$ cat src/rtl/sync_debounce_pkg.sv
// rtl/sync_debounce_pkg.sv - shared sizing helpers for the input conditioner
package sync_debounce_pkg;

    function automatic int clog2(input int value);
        int result;
        result = 0;
        for (int i = 0; i < 31; i++) begin
            if ((1 << i) < value) begin
                result = i + 1;
            end
        end
        return result;
    endfunction

    // A one-cycle filter still needs a one-bit counter so the datapath stays uniform.
    function automatic int cnt_width(input int cycles);
        return (clog2(cycles) < 1) ? 1 : clog2(cycles);
    endfunction

endpackage

$ cat src/rtl/sync_debounce_channel.sv
// rtl/sync_debounce_channel.sv - one channel: synchronizer, debounce counter, edge pulses, sticky flag
module sync_debounce_channel
    import sync_debounce_pkg::*;
#(
    parameter int   STAGES          = 2,
    parameter int   DEBOUNCE_CYCLES = 8,
    parameter logic RESET_LEVEL_BIT = 1'b0
) (
    input  logic clk,
    input  logic reset,
    input  logic in,
    input  logic clear,
    output logic out,
    output logic rise,
    output logic fall,
    output logic event_sticky
);

    localparam int            CW      = cnt_width(DEBOUNCE_CYCLES);
    localparam logic [CW-1:0] CNT_MAX = CW'(DEBOUNCE_CYCLES - 1);

    logic              stage0_q, stage0_d;
    logic [STAGES-2:0] chain_q, chain_d;
    logic [CW-1:0]     cnt_q, cnt_d;
    logic              out_q, out_d;
    logic              rise_q, rise_d;
    logic              fall_q, fall_d;
    logic              sticky_q, sticky_d;
    logic              s;

    assign s = chain_q[STAGES-2];

    always_comb begin
        stage0_d   = in;
        chain_d    = '0;
        chain_d[0] = stage0_q;
        for (int i = 1; i < STAGES - 1; i++) begin
            chain_d[i] = chain_q[i-1];
        end
    end

    // A new level must survive a full window before it is committed to out.
    always_comb begin
        cnt_d  = '0;
        out_d  = out_q;
        rise_d = 1'b0;
        fall_d = 1'b0;
        if (s != out_q) begin
            if (cnt_q == CNT_MAX) begin
                out_d  = s;
                rise_d = s;
                fall_d = ~s;
            end else begin
                cnt_d = cnt_q + CW'(1);
            end
        end
        sticky_d = rise_d | fall_d | (sticky_q & ~clear);
    end

    always_ff @(negedge clk or posedge reset) begin
        if (reset) begin
            stage0_q <= RESET_LEVEL_BIT;
        end else begin
            stage0_q <= stage0_d;
        end
    end

    // Chain and out share the reset level so release never looks like an edge.
    always_ff @(posedge clk or posedge reset) begin
        if (reset) begin
            chain_q  <= {(STAGES-1){RESET_LEVEL_BIT}};
            cnt_q    <= '0;
            out_q    <= RESET_LEVEL_BIT;
            rise_q   <= 1'b0;
            fall_q   <= 1'b0;
            sticky_q <= 1'b0;
        end else begin
            chain_q  <= chain_d;
            cnt_q    <= cnt_d;
            out_q    <= out_d;
            rise_q   <= rise_d;
            fall_q   <= fall_d;
            sticky_q <= sticky_d;
        end
    end

    assign out          = out_q;
    assign rise         = rise_q;
    assign fall         = fall_q;
    assign event_sticky = sticky_q;

endmodule

$ cat src/rtl/sync_debounce.sv
// rtl/sync_debounce.sv - multi-channel synchronize/debounce/edge-detect input conditioner
module sync_debounce
    import sync_debounce_pkg::*;
#(
    parameter int               WIDTH           = 1,
    parameter int               STAGES          = 2,
    parameter int               DEBOUNCE_CYCLES = 8,
    parameter logic [WIDTH-1:0] RESET_LEVEL     = '0
) (
    input  logic             clk,
    input  logic             reset,
    input  logic [WIDTH-1:0] in,
    input  logic [WIDTH-1:0] clear,
    output logic [WIDTH-1:0] out,
    output logic [WIDTH-1:0] rise,
    output logic [WIDTH-1:0] fall,
    output logic [WIDTH-1:0] event_sticky
);

    for (genvar i = 0; i < WIDTH; i++) begin : g_ch
        sync_debounce_channel #(
            .STAGES         (STAGES),
            .DEBOUNCE_CYCLES(DEBOUNCE_CYCLES),
            .RESET_LEVEL_BIT(RESET_LEVEL[i])
        ) u_ch (
            .clk         (clk),
            .reset       (reset),
            .in          (in[i]),
            .clear       (clear[i]),
            .out         (out[i]),
            .rise        (rise[i]),
            .fall        (fall[i]),
            .event_sticky(event_sticky[i])
        );
    end

endmodule

$ cat config.mk
export PLATFORM = sky130hd
export DESIGN_NAME = sync_debounce
export DESIGN_NICKNAME = d
export VERILOG_FILES = /design/src/rtl/sync_debounce_pkg.sv /design/src/rtl/sync_debounce_channel.sv /design/src/rtl/sync_debounce.sv
export SDC_FILE = /design/constraint.sdc
export NUM_CORES = 1
export LEC_CHECK = 0
export ABC_CLOCK_PERIOD_IN_PS = 1200
export CAP_MARGIN = 20
export CORE_AREA = 2 2 39 41
export DETAILED_ROUTE_END_ITERATION = 6
export DIE_AREA = 0 0 41 43
export DONT_BUFFER_PORTS = 1
export SYNTH_ARGS = -nofsm -noshare
export SYNTH_HDL_FRONTEND = slang
export SYNTH_SLANG_ARGS = --single-unit
$ cat constraint.sdc
create_clock -name clk -period 1.2 [get_ports clk]
set_input_delay 0.12 -clock clk [delete_from_list [all_inputs] [get_ports clk]]
set_output_delay 0.12 -clock clk [all_outputs]
set_load 0.01 [all_outputs]
== After elaboration in Yosys (flattened, before gate mapping) ==
Cells that the tools add are included.
Word-level totals
  bits in registers: 9
  bits in writable memories: 0
  memories kept: 0
  latch bits: 0
  memory bits (read-only): 0
  logic and storage cells: 22
Operators by class
  shifts and indexed selects: 0
  mux-type cells: 6
  reduce and logical (&&, ||, !) cells: 1
  bitwise operators: 5
  equality and inequality tests: 2
  order comparisons: 0
  $add $sub $neg: 1
  div/mod/pow operators: 0
  multipliers: 0
Operators with widths (count)
  two-way mux 3 bit: 2
  two-way mux 1 bit: 4
  adder 3 x 1 -> 3 bit (second input constant): 1
  equality test 3 bit (second input constant): 1
  inverter 1 bit: 2
  OR 1 bit: 2
  AND reduction 2 bit: 1
  bitwise AND 1 bit: 1
  inequality test 1 bit: 1

== Depth between registers and ports, before layout ==
  word-level depth: 5
  depth in mapped cells: 4
  mapped depth without buffers: 4

==> flow_summary.ini <==
[clock_network]
clk_latency_ns = 0.27
cts_htree_levels = 1
clock_tree.root_cell = clkbuf_4
clk_pin_slew_ns = 0.06
cts_sinks = 9
cts_inserted_buffers = 3
cts_tree = built
clockBufferDepth = 2

[placed_design]
port_buffers = 0
place_hpwl_um = 388
gp_congestion = 0.609
place_ws_ns = -0.0139

[timing]
finalSetupTns_ns = 0
setup-violations-final = 0
hold_viol_final = 0
clock_skew_ns = 0.0101
fin_crit_ns = 1.13
slew_headroom_pct = 75.1
setup_ws_ns = 0.0686
tightestPinTransition_ns = 0.371
drv_slew = 0
period_share_pct = 94.3
rsz0062_at_grt = false
clock.fmax_mhz = 884

[cells_and_area]
fin_nets = 39
syn_to_final_growth_pct = 37.2
drive_gt1_share_pct = 34.4
antenna_cells = 0

[detailed_routing]
wl_per_cell_um = 11.4
drc_errors = 0
drtIter0Drc = 1
ant_nets = 0
viasPerCell = 4.21
wl_um = 546
dr_total_vias = 202
drt_pass1_iterations = 2

[logic_synthesis]
netlist_area_um2 = 327
ys_ff_latch = 9
synth_area_leader_cell = dfrtp_1
synth_area_per_cell_um2 = 14.8
synth.area.top_cells = dfrtp_1 61%, dfrtn_1 7.7%, ha_1 7.7%, nor3b_1 4.6%, nor3b_2 3.8%
yosys_warnings = 0
synthCells = 22
syn_nets = 28
synth_top_area_share_pct = 61.3
ys_seq_area_share_pct = 69.0
ys_types = 11

[grt]
grt-ovfl-total = 0
grt_usage_pct = 9.10
first_global_vias = 217
use_met3_pct = 8.90
antenna_found_initial = 0
grt_util_met2_pct = 11.3
grt_busiest_layer = met2
met1_usage_pct = 9.22
grt_pass1_wl_um = 938
grt_max_degree = 9

[pwr]
leakagePower_uw = 0.000202
ir_worst_vdd_uv = 747
p_per_area_nw_per_um2 = 1910

[min_path]
hp-class = in2async

[job]
cap_violations = 0

[floorplanning]
die_y_um = 43
io_pins = 8
dieArea_um2 = 1760
die_width_um = 41
fp-row-count = 14
initial_utilization_pct = 23.6
core-area_um2 = 1380

[worst_setup_path]
crit_type = reg2reg
cp_data_arrival_time_ns = 1.27
cp-start-kind = flip-flop
r2r_slack_ns = 0.07
rr_worst_depth = 3
cp_max_fo = 4
cp.required_ns = 1.34
end_kind = flip-flop

[status]
status = finished clean
[worst max-delay path, stage by stage (launching register included)]
cell and delay (ns):
dfrtp_1 0.41, ha_4 0.17, ha_4 0.16, mux2_2 0.26
[power breakdown]
part | leakage (uW) | internal [uW] | switching (uW)
clock | 0.0000150 | 128 | 105
sequential | 0.000118 | 362 | 45.8
combinational | 0.0000690 | 126 | 86.1
[flip-flops by register name, summed over array words and instances, names as in the netlist]
| register | count |
|---|---|
| g_ch.u_ch.chain_d | 1 |
| g_ch.u_ch.chain_q | 1 |
| g_ch.u_ch.cnt_q | 3 |
| g_ch.u_ch.event_sticky | 1 |
| g_ch.u_ch.fall | 1 |
| g_ch.u_ch.out | 1 |
| g_ch.u_ch.rise | 1 |
[through the flow]
stage	instances	util, %	total power, uW	hold WS [ns]	area (um^2)
finish	48	32.4	854	0.289	448
global route	48	32.4	920	0.341	448
CTS	48	30.7	836	0.286	425
detailed placement	41	26.7	572	0.0244	369
global placement	41	26.7	553	0.0138	369
floorplan	22	-	509	-0.0521	327
[worst paths after layout]
path	from	endpoint
setup / recovery	g_ch[0].u_ch.cnt_q[0]	g_ch[0].u_ch.out
hold / removal	reset	g_ch[0].u_ch.cnt_q[2]
setup reg to reg	g_ch[0].u_ch.cnt_q[0]	g_ch[0].u_ch.out
hold reg to reg	g_ch[0].u_ch.chain_q	g_ch[0].u_ch.fall
max in group asynchronous	reset	g_ch[0].u_ch.chain_d
min in group clk	in	g_ch[0].u_ch.chain_d
[cell type report]
| type | instances | area [um^2] |
|---|---|---|
| Clock buffer | 4 | 26.3 |
| Inverter | 3 | 11.3 |
| Timing Repair Buffer | 6 | 50.0 |
| Tap cell | 16 | 20.0 |
| Multi-Input combinational cell | 10 | 115 |
| Sequential cell | 9 | 225 |
| Fill cell | 144 | 936 |
[what timing repair did]
item                       CTS  global route
hold buffers                 2             0
resized for setup            1             3
setup endpoints to repair    2             3
hold endpoints to repair     9             0
setup buffers                1             0
pin swaps                    1             2
[kinds of logic (layout without fill, tap and decap cells)]
| family | after synthesis | after routing | synth area share (%) |
|---|---|---|---|
| AND/OR/NAND/NOR | 5 | 5 | 11.9 |
| multiplexers | 1 | 1 | 3.45 |
| AO/OA/AOI/OAI | 1 | 1 | 1.92 |
| flip-flops | 9 | 9 | 69.0 |
| adder cells (fa/ha/maj) | 2 | 2 | 7.66 |
| buffers and inverters | 3 | 13 | 3.45 |
| XOR/XNOR | 1 | 1 | 2.68 |
[Yosys cell counts, drive strengths merged]
master	n
xnor2	1
o22ai	1
dfrtp	8
ha	2
nor2b	1
nor3	1
dfrtn	1
mux2	1
inv	3
nor3b	3
[placed cells by master, fill, tap and decap left out, drive strengths merged]
master       netlist  layout
clkbuf             0       4
nor2b              1       1
mux2               1       1
xnor2              1       1
nor3               1       1
dfrtp              8       8
inv                3       3
ha                 2       2
dfrtn              1       1
nor3b              3       3
buf                0       4
dlygate4sd3        0       2
o22ai              1       1
[layer usage]
metal | wire [um] | part of all wire (%)
met2 | 261 | 48
met1 | 188 | 34
met4 | 17 | 3.1
met5 | 0 | 0
met3 | 78 | 14
(Power assumes the default switching activity.)
